**src/rtl/oven_pkg.sv**
```systemverilog
// Shared definitions for the oven program controller: phase codes, the
// sel-to-step tables and the saturating step helper.
package oven_pkg;

  typedef enum logic [2:0] {
    T_ENTRY = 3'd0,
    D_ENTRY = 3'd1,
    PREHEAT = 3'd2,
    COOK    = 3'd3,
    PAUSE   = 3'd4,
    DONE    = 3'd5
  } oven_state_t;

  localparam int SAT_W = 16;

  function automatic logic [SAT_W-1:0] temp_step(input logic [4:0] sel);
    case (sel)
      5'b00001: return 16'd5;
      5'b00010: return 16'd10;
      5'b00100: return 16'd25;
      5'b01000: return 16'd50;
      5'b10000: return 16'd100;
      default:  return 16'd0;
    endcase
  endfunction

  function automatic logic [SAT_W-1:0] time_step(input logic [4:0] sel);
    case (sel)
      5'b00001: return 16'd5;
      5'b00010: return 16'd10;
      5'b00100: return 16'd30;
      5'b01000: return 16'd60;
      5'b10000: return 16'd300;
      default:  return 16'd0;
    endcase
  endfunction

  // The extra top bit catches both overflow and borrow before clamping.
  function automatic logic [SAT_W-1:0] sat_step(input logic [SAT_W-1:0] val,
                                                input logic [SAT_W-1:0] step,
                                                input logic             up,
                                                input logic [SAT_W-1:0] lo,
                                                input logic [SAT_W-1:0] hi);
    logic [SAT_W:0] w_sum;
    if (up) begin
      w_sum = {1'b0, val} + {1'b0, step};
      if (w_sum > {1'b0, hi}) return hi;
    end else begin
      w_sum = {1'b0, val} - {1'b0, step};
      if (w_sum[SAT_W] || (w_sum < {1'b0, lo})) return lo;
    end
    return w_sum[SAT_W-1:0];
  endfunction

endpackage

```
**src/rtl/oven_key_gesture.sv**
```systemverilog
// Turns the two active-low pushbuttons into one-cycle inc/dec/confirm pulses
// using two registered samples of each key level.
module oven_key_gesture
(
  input  logic clk,
  input  logic pwr,
  input  logic i_keyInc,
  input  logic i_keyDec,
  output logic o_inc,
  output logic o_dec,
  output logic o_confirm
);

  logic r_incLvl, r_decLvl, r_incPrev, r_decPrev;
  logic w_both, w_bothPrev;

  always_ff @(posedge clk) begin
    if (!pwr) begin
      r_incLvl  <= 1'b1;
      r_decLvl  <= 1'b1;
      r_incPrev <= 1'b1;
      r_decPrev <= 1'b1;
    end else begin
      r_incLvl  <= i_keyInc;
      r_decLvl  <= i_keyDec;
      r_incPrev <= r_incLvl;
      r_decPrev <= r_decLvl;
    end
  end

  // Confirm wins; a single-key fall only counts while the other key is up.
  assign w_both     = ~r_incLvl & ~r_decLvl;
  assign w_bothPrev = ~r_incPrev & ~r_decPrev;
  assign o_confirm  = w_both & ~w_bothPrev;
  assign o_inc      = ~o_confirm & r_incPrev & ~r_incLvl & r_decLvl;
  assign o_dec      = ~o_confirm & r_decPrev & ~r_decLvl & r_incLvl;

endmodule

```
**src/rtl/oven_program_ctrl.sv**
```systemverilog
// Multi-stage oven program controller: stage entry, preheat, countdown, done.
// Optional pause during COOK is built in when OVEN_PAUSE_EN is defined.
module oven_program_ctrl
  import oven_pkg::*;
#(
  parameter int NUM_STAGES   = 4,
  parameter int TEMP_W       = 10,
  parameter int TIME_W       = 13,
  parameter int TEMP_MIN     = 65,
  parameter int TEMP_MAX     = 500,
  parameter int TEMP_DEFAULT = 300,
  parameter int TIME_MAX     = 1800,
  parameter int TICK_DIV     = 50000000
)
(
  input  logic              clk,
  input  logic              pwr,
  input  logic              key_inc,
  input  logic              key_dec,
  input  logic [4:0]        sel,
  input  logic [TEMP_W-1:0] cur_temp,
  output logic              heat,
  output logic [2:0]        state,
  output logic [2:0]        stage_idx,
  output logic [TEMP_W-1:0] target_temp,
  output logic [TIME_W-1:0] remaining,
  output logic              done
);

  localparam int IDX_W = (NUM_STAGES > 1) ? $clog2(NUM_STAGES) : 1;
  localparam int PS_W  = (TICK_DIV > 1) ? $clog2(TICK_DIV) : 1;
  localparam logic [PS_W-1:0] PS_LAST = PS_W'(TICK_DIV - 1);

  oven_state_t       r_state;
  logic [2:0]        r_stageIdx;
  logic [3:0]        r_len;
  logic [TEMP_W-1:0] r_temp [NUM_STAGES];
  logic [TIME_W-1:0] r_time [NUM_STAGES];
  logic [TIME_W-1:0] r_remain;
  logic [PS_W-1:0]   r_ps;
  logic              r_heat, r_done;

  logic              w_inc, w_dec, w_confirm, w_paused;
  logic [IDX_W-1:0]  w_idx;
  logic [TEMP_W-1:0] w_setTemp, w_tempNext;
  logic [TIME_W-1:0] w_setTime, w_timeNext;
  logic              w_lastProg, w_lastSlot, w_tick;

  oven_key_gesture u_gesture (
    .clk       (clk),
    .pwr       (pwr),
    .i_keyInc  (key_inc),
    .i_keyDec  (key_dec),
    .o_inc     (w_inc),
    .o_dec     (w_dec),
    .o_confirm (w_confirm)
  );

  assign w_idx      = r_stageIdx[IDX_W-1:0];
  assign w_setTemp  = r_temp[w_idx];
  assign w_setTime  = r_time[w_idx];
  assign w_tempNext = TEMP_W'(sat_step(SAT_W'(w_setTemp), temp_step(sel), w_inc,
                                       SAT_W'(TEMP_MIN), SAT_W'(TEMP_MAX)));
  assign w_timeNext = TIME_W'(sat_step(SAT_W'(w_setTime), time_step(sel), w_inc,
                                       SAT_W'(0), SAT_W'(TIME_MAX)));
  assign w_lastProg = ({1'b0, r_stageIdx} == (r_len - 4'd1));
  assign w_lastSlot = (r_stageIdx == 3'(NUM_STAGES - 1));
  assign w_tick     = (r_ps == PS_LAST);

`ifdef OVEN_PAUSE_EN
  logic r_paused;
  assign w_paused = r_paused;
`else
  assign w_paused = 1'b0;
`endif

  always_ff @(posedge clk) begin
    if (!pwr) begin
      r_state    <= T_ENTRY;
      r_stageIdx <= '0;
      r_len      <= '0;
      for (int i = 0; i < NUM_STAGES; i++) begin
        r_temp[i] <= TEMP_W'(TEMP_DEFAULT);
        r_time[i] <= '0;
      end
      r_remain   <= '0;
      r_ps       <= '0;
      r_heat     <= 1'b0;
      r_done     <= 1'b0;
`ifdef OVEN_PAUSE_EN
      r_paused   <= 1'b0;
`endif
    end else begin
      r_heat <= ((r_state == PREHEAT) || (r_state == COOK)) && !w_paused &&
                (cur_temp < w_setTemp);
      case (r_state)
        T_ENTRY: begin
          if (w_confirm) r_state <= D_ENTRY;
          else if (w_inc || w_dec) r_temp[w_idx] <= w_tempNext;
        end
        // A zero duration terminates the program unless nothing is programmed yet.
        D_ENTRY: begin
          if (w_confirm) begin
            if (w_setTime == '0) begin
              if (r_stageIdx != 3'd0) begin
                r_len      <= {1'b0, r_stageIdx};
                r_stageIdx <= '0;
                r_state    <= PREHEAT;
              end
            end else if (w_lastSlot) begin
              r_len      <= 4'(NUM_STAGES);
              r_stageIdx <= '0;
              r_state    <= PREHEAT;
            end else begin
              r_stageIdx <= r_stageIdx + 3'd1;
              r_state    <= T_ENTRY;
            end
          end else if (w_inc || w_dec) begin
            r_time[w_idx] <= w_timeNext;
          end
        end
        PREHEAT: begin
          if ((cur_temp >= w_setTemp) || ((r_stageIdx != 3'd0) && (cur_temp > w_setTemp))) begin
            r_state  <= COOK;
            r_remain <= w_setTime;
            r_ps     <= '0;
          end
        end
        COOK: begin
`ifdef OVEN_PAUSE_EN
          if (w_confirm) r_paused <= ~r_paused;
`endif
          if (!w_paused) begin
            if (w_tick) begin
              r_ps     <= '0;
              r_remain <= r_remain - TIME_W'(1);
              if (r_remain == TIME_W'(1)) begin
`ifdef OVEN_PAUSE_EN
                r_paused <= 1'b0;
`endif
                if (w_lastProg) begin
                  r_state <= DONE;
                  r_done  <= 1'b1;
                end else begin
                  r_stageIdx <= r_stageIdx + 3'd1;
                  r_state    <= PREHEAT;
                end
              end
            end else begin
              r_ps <= r_ps + PS_W'(1);
            end
          end
        end
        DONE:    r_done  <= 1'b1;
        default: r_state <= T_ENTRY;
      endcase
    end
  end

  assign state       = w_paused ? PAUSE : r_state;
  assign stage_idx   = r_stageIdx;
  assign target_temp = w_setTemp;
  assign remaining   = ((r_state == T_ENTRY) || (r_state == D_ENTRY)) ? w_setTime : r_remain;
  assign heat        = r_heat;
  assign done        = r_done;

endmodule
```
**config.mk**
```make
export PLATFORM = sky130hd
export DESIGN_NAME = oven_program_ctrl
export DESIGN_NICKNAME = d
export VERILOG_FILES = /design/src/rtl/oven_pkg.sv /design/src/rtl/oven_key_gesture.sv /design/src/rtl/oven_program_ctrl.sv
export SDC_FILE = /design/constraint.sdc
export NUM_CORES = 1
export LEC_CHECK = 0
export ABC_CLOCK_PERIOD_IN_PS = 5090
export BUFFER_PORTS_ARGS = -buffer_cell sky130_fd_sc_hd__buf_4
export CELL_PAD_IN_SITES_DETAIL_PLACEMENT = 1
export CELL_PAD_IN_SITES_GLOBAL_PLACEMENT = 1
export CORE_UTILIZATION = 50
export CTS_BUF_LIST = sky130_fd_sc_hd__clkbuf_8
export DETAILED_ROUTE_END_ITERATION = 7
export PLACE_DENSITY = 0.83
export SYNTH_ARGS = -nofsm -noshare
export SYNTH_HDL_FRONTEND = slang
export SYNTH_SLANG_ARGS = --single-unit
```
**constraint.sdc**
```tcl
create_clock -name clk -period 5.09 [get_ports clk]
set_clock_uncertainty 0.1 [all_clocks]
set_input_delay 1.018 -clock clk [delete_from_list [all_inputs] [get_ports clk]]
set_output_delay 1.018 -clock clk [all_outputs]
set_load 0.005 [all_outputs]
```
Word-level counts from Yosys, hierarchy flattened

Memories as Yosys holds them, arrays and structs flattened. A register that Yosys moved wholly into a read port is not among the register bits.
Cells that the tools add are included.

Register bits after elaboration: 55
Memory bits (writable): 92
Bits of input ports: 19
Output and inout bits: 31
Logic and storage cells: 158
Memories kept: 2

Memory list:

| name   | depth | width | read ports | clocked after memory_dff | write ports | line                    | text |
|---|---|---|---|---|---|---|---|
| r_time | 4     | 13    | 1          | 1                        | 4           | oven_program_ctrl.sv:38 | `logic [TIME_W-1:0] r_time [NUM_STAGES];` |
| r_temp | 4     | 10    | 1          | 1                        | 4           | oven_program_ctrl.sv:37 | `logic [TEMP_W-1:0] r_temp [NUM_STAGES];` |

Add/subtract/negate cells: 8
Magnitude comparators: 7
Equal/unequal tests: 22
Mux-type cells: 69
Bitwise operators: 16
Reductions and logical operators: 23

Operator list:

| cell                                                                              | number |
|---|---|
| 13-bit two-way mux                                                                | 9 |
| 10-bit two-way mux                                                                | 6 |
| 26-bit two-way mux                                                                | 2 |
| 26-bit one-hot mux with 2 select lines                                            | 1 |
| 3-bit two-way mux                                                                 | 15 |
| 9-bit one-hot mux with 5 select lines                                             | 1 |
| 7-bit one-hot mux with 5 select lines                                             | 1 |
| 26-bit by 1-bit adder with 26-bit output, second input constant                   | 1 |
| 26-bit == test, second input constant                                             | 1 |
| 13-bit one-hot mux with 2 select lines                                            | 1 |
| 1-bit two-way mux                                                                 | 20 |
| 17-bit by 1-bit < comparator with 1-bit output, second input constant             | 1 |
| 17-bit by 7-bit < comparator with 1-bit output, second input constant             | 1 |
| 3-bit one-hot mux with 5 select lines                                             | 1 |
| 13-bit by 9-bit adder with 14-bit output                                          | 1 |
| 14-bit by 11-bit greater-than comparator with 1-bit output, second input constant | 1 |
| 2-bit two-way mux                                                                 | 7 |
| 13-bit by 9-bit subtractor with 14-bit output                                     | 1 |
| 13-bit by 1-bit == test with 1-bit output, second input constant                  | 1 |
| 13-bit logical NOT                                                                | 1 |
| 13-bit OR reduction                                                               | 1 |
| 13-bit by 1-bit subtractor with 13-bit output, second input constant              | 1 |
| 4-bit two-way mux                                                                 | 3 |
| 10-bit by 7-bit adder with 11-bit output                                          | 1 |
| other kinds (34)                                                                  | 66 |

Logic depth before layout (Yosys ltp)

Depth after elaboration: 16
Mapped depth: 18
Mapped depth without buffers: 14

Modules after synthesis

A second synthesis with hierarchy kept.

Cells, all modules: 1055
Area total of the unflattened synthesis: 9854.5 um2

Modules (own cells, without submodules):

| module            | times used | cells an instance | area each (um2) | sequential area each (um2) |
|---|---|---|---|---|
| oven_program_ctrl | 1          | 1042              | 9724.3          | 3803.6 |
| oven_key_gesture  | 1          | 13                | 130.1           | 80.1 |

Worst setup path before layout

Ideal clock, no wire load.

Kind: input to register
Start: input sel[1]
End: memory r_time[0][6] (data pin)
Library setup time: 276 ps
Arrival: 4402 ps
Data required time: 4714 ps
Slack: 313 ps
Stages on the path: 15
Buffers on the path: 3
Path through: clkbuf_1 xnor2_1 or4_1 inv_1 nor2_1 ha_1 clkbuf_1 nor3_1 o31ai_2 a221oi_2 xnor2_1 o41a_2 buf_6 a311oi_1 nor3_1

RTL lines:

| element     | line                    | text |
|---|---|---|
| from (decl) | oven_program_ctrl.sv:20 | `input logic [4:0] sel,` |
| to (decl)   | oven_program_ctrl.sv:38 |  |

==> out/qor.yml <==
floorplanning:
  die_y_um: 141
  placementRows: 50
  start_util_pct: 51.4
  ios: 50
  dieArea_um2: 19900
  core_um2: 18800
  die_width_um: 141
global_routing:
  grt_max_degree: 40
  grt_pass1_vias: 8584
  grt_pass1_wl_um: 46700
  grt.overflow.total: 0
  antenna_found_initial: 0
  grtUsageTotal_pct: 30.6
place:
  dp_hpwl_um: 21400
  gp_congestion: 0.880
  port_buffers: 49
pwr:
  ir_worst_vdd_v: 0.000200
  p_clk_share_pct: 36.9
  seq_power_share_pct: 49.0
  p_leak_uw: 0.00394
  intPower_uw: 1920
  swShare_pct: 28.1
  p_per_area_nw_per_um2: 250
  p_switching_uw: 751
  p_comb_share_pct: 14.1
clock_tree:
  clk_latency_ps: 470
  cts_setup_buffers: 0
  cts_sinks: 148
  cts_made_buffers: 17
  postCtsHoldBufs: 0
  path_clk_slew_ps: 100
  tritoncts: "done"
  cts_resized: 0
  cts-root-buf: "clkbuf_8"
  cts-htree-levels: 4
  clockBufferDepth: 2
critical_path:
  crit_end: "r_time[2][3]"
  cp-startpoint: "sel[4]"
  r2r_slack_ps: 580
  worstSetupStartpointType: "primary input"
  path_class: "primary input to register"
  end_kind: "register"
  worstPathArrival_ps: 4630
  critical_path_required_ps: 5180
  worstPathMaxFanout: 9
  timing.rr.end: "r_temp[1][0]"
  ff2ff_path_depth: 13
yosys:
  async_flop_share_pct: 0
  ys_seq_area_share_pct: 40.1
  yosysUniqueCellTypes: 86
  synthTopCellsByCount: "nor2_1, edfxtp_1, nand2_1, a21oi_1, nor3_1"
  yosys.cell_count.top_type: "nor2_1"
  synth_area_um2: 9670
  netlist_instances: 1030
  synthTopCellsByArea: "edfxtp_1, dfxtp_1, ha_1, mux4_2, nor2_1"
  ys_ff_latch: 148
  synth_top_flop_cell: "edfxtp_1"
  synth_edf_count: 92
  synth_area_leader_cell: "edfxtp_1"
  yosysWarnings: 0
  synth_nets: 1099
  avgSynthCellArea_um2: 9.39
  synth_top_cell_area_share_pct: 28.6
sta:
  whs_ps: 394
  tns_ps: 0
  rsz0062_at_grt: "no"
  finalCritPeriodShare_pct: 89.2
  slew_headroom_pct: 33.6
  fmax_mhz: 220
  min_period_ps: 4540
  hold_viol: 0
  tightest_slew_ps: 989
  setup-violations-final: 0
  report.final.slew_viol_count: 0
routing:
  routedWlPerCell_um: 22.1
  drt-vias-per-instance: 6.31
  drtPass1Iterations: 5
  ant_nets: 0
  drc: 0
  drt_wl_total_um: 29600
  drt_iter0_drc: 587
  vias: 8443
min_path:
  min_path_type: "register to register"
  hold_start: "r_ps[25]"
job:
  cap_violations: 0
finish:
  area_delta_synth_final_pct: 10.6
  n_antenna_cell: 0
  nNetsFinal: 1134
  drive_gt1_share_pct: 15.3
status:
  status: "finished, final reports clean"
[worst min-delay path by stage]
stage	endpoint	cells past startpoint	slack, ps
after global routing	r_ps[15]	1	430
after floorplan	r_ps[22]	1	340
after CTS	r_remain[11]	2	400
after detailed placement	r_ps[15]	1	370
after global placement	r_ps[22]	1	360
final	r_ps[25]	2	390
[power groups by stage]
stage	sequential [uW]	combinational, uW	clock, uW
final	1310	378	985
after floorplan	1330	241	0
after global routing	1310	405	1030
after global placement	1330	356	0
after CTS	1310	373	987
after detailed placement	1340	367	0
[metrics by stage]
stage | std cells | utilization [%] | area (um2) | worst slack [ps] | total power [uW]
2_1_floorplan | 1030 | - | 9670 | 313 | 1570
3_3_place_gp | 1306 | 54.6 | 10300 | 285 | 1690
3_5_place_dp | 1306 | 54.6 | 10300 | 142 | 1700
4_1_cts | 1338 | 56.8 | 10700 | 589 | 2670
5_1_grt | 1338 | 56.8 | 10700 | 279 | 2750
6_report | 1338 | 56.8 | 10700 | 548 | 2670
[flip-flops by register name, summed over array words and instances, names as in the netlist, named ones only]
register / flops
r_time: 52
r_temp: 40
r_ps: 26
r_remain: 13
r_len: 3
stage_idx: 3
state: 3
done: 1
heat: 1
u_gesture.r_decLvl: 1
u_gesture.r_decPrev: 1
u_gesture.r_incLvl: 1
u_gesture.r_incPrev: 1
[worst max-delay path, stage by stage]
cell	delay, ps
buf_4	140
or4_1	630
inv_1	130
nor2_1	60
ha_1	290
nor3_1	290
o21ai_0	190
nand2_1	240
or4b_1	480
a211oi_2	370
o41a_2	350
a311o_1	320
a21oi_1	120
[cell families (layout without fill, tap and decap cells)]
kind of cell | count (synthesis) | after routing | share of synthesized area, %
mux | 38 | 38 | 7.09
flops | 148 | 148 | 40.1
compound gates | 251 | 251 | 17.2
xor+xnor | 36 | 36 | 3.26
simple gates | 388 | 388 | 20.1
fa+ha+maj | 50 | 50 | 6.78
buf+inv | 119 | 167 | 5.43
[area by class of cell]
class                   count  area [um2]
fillers                  2166        8130
multi-input cells         763        5270
flip-flops and latches    148        3880
repair buffers             77         591
well taps                 260         325
clock buffers              17         234
inverters                  58         218
clock inverters            15         179
[per-layer routing]
| layer | global-route usage (%) | part of all wire (%) | vias up |
|---|---|---|---|
| li1 | - | - | 3904 |
| met1 | 39.7 | 43 | 4237 |
| met2 | 52.3 | 50 | 243 |
| met3 | 4.11 | 4.0 | 59 |
| met4 | 10.5 | 2.7 | 0 |
| met5 | 0 | 0 | - |
[cell usage in the layout, fill, tap and decap left out, types with 10 or more instances in the layout]
| cell | netlist | layout |
|---|---|---|
| nor2_1 | 115 | 115 |
| edfxtp_1 | 92 | 92 |
| buf_4 | 2 | 76 |
| nand2_1 | 75 | 75 |
| a21oi_1 | 73 | 73 |
| nor3_1 | 59 | 59 |
| inv_1 | 55 | 57 |
| dfxtp_1 | 56 | 56 |
| o21ai_0 | 52 | 50 |
| ha_1 | 46 | 46 |
| xnor2_1 | 24 | 24 |
| nor4_1 | 23 | 23 |
| mux4_2 | 22 | 22 |
| nand2b_1 | 17 | 17 |
| clkbuf_8 | 0 | 17 |
| nand3_1 | 15 | 15 |
| xor2_1 | 12 | 12 |
| nor2b_1 | 12 | 12 |
| o21ai_1 | 10 | 12 |
| mux2_2 | 11 | 11 |
| nand3b_1 | 11 | 11 |
| a211oi_1 | 10 | 10 |
| a31oi_1 | 10 | 10 |
Note: power is estimated with default switching activity, not from simulation.
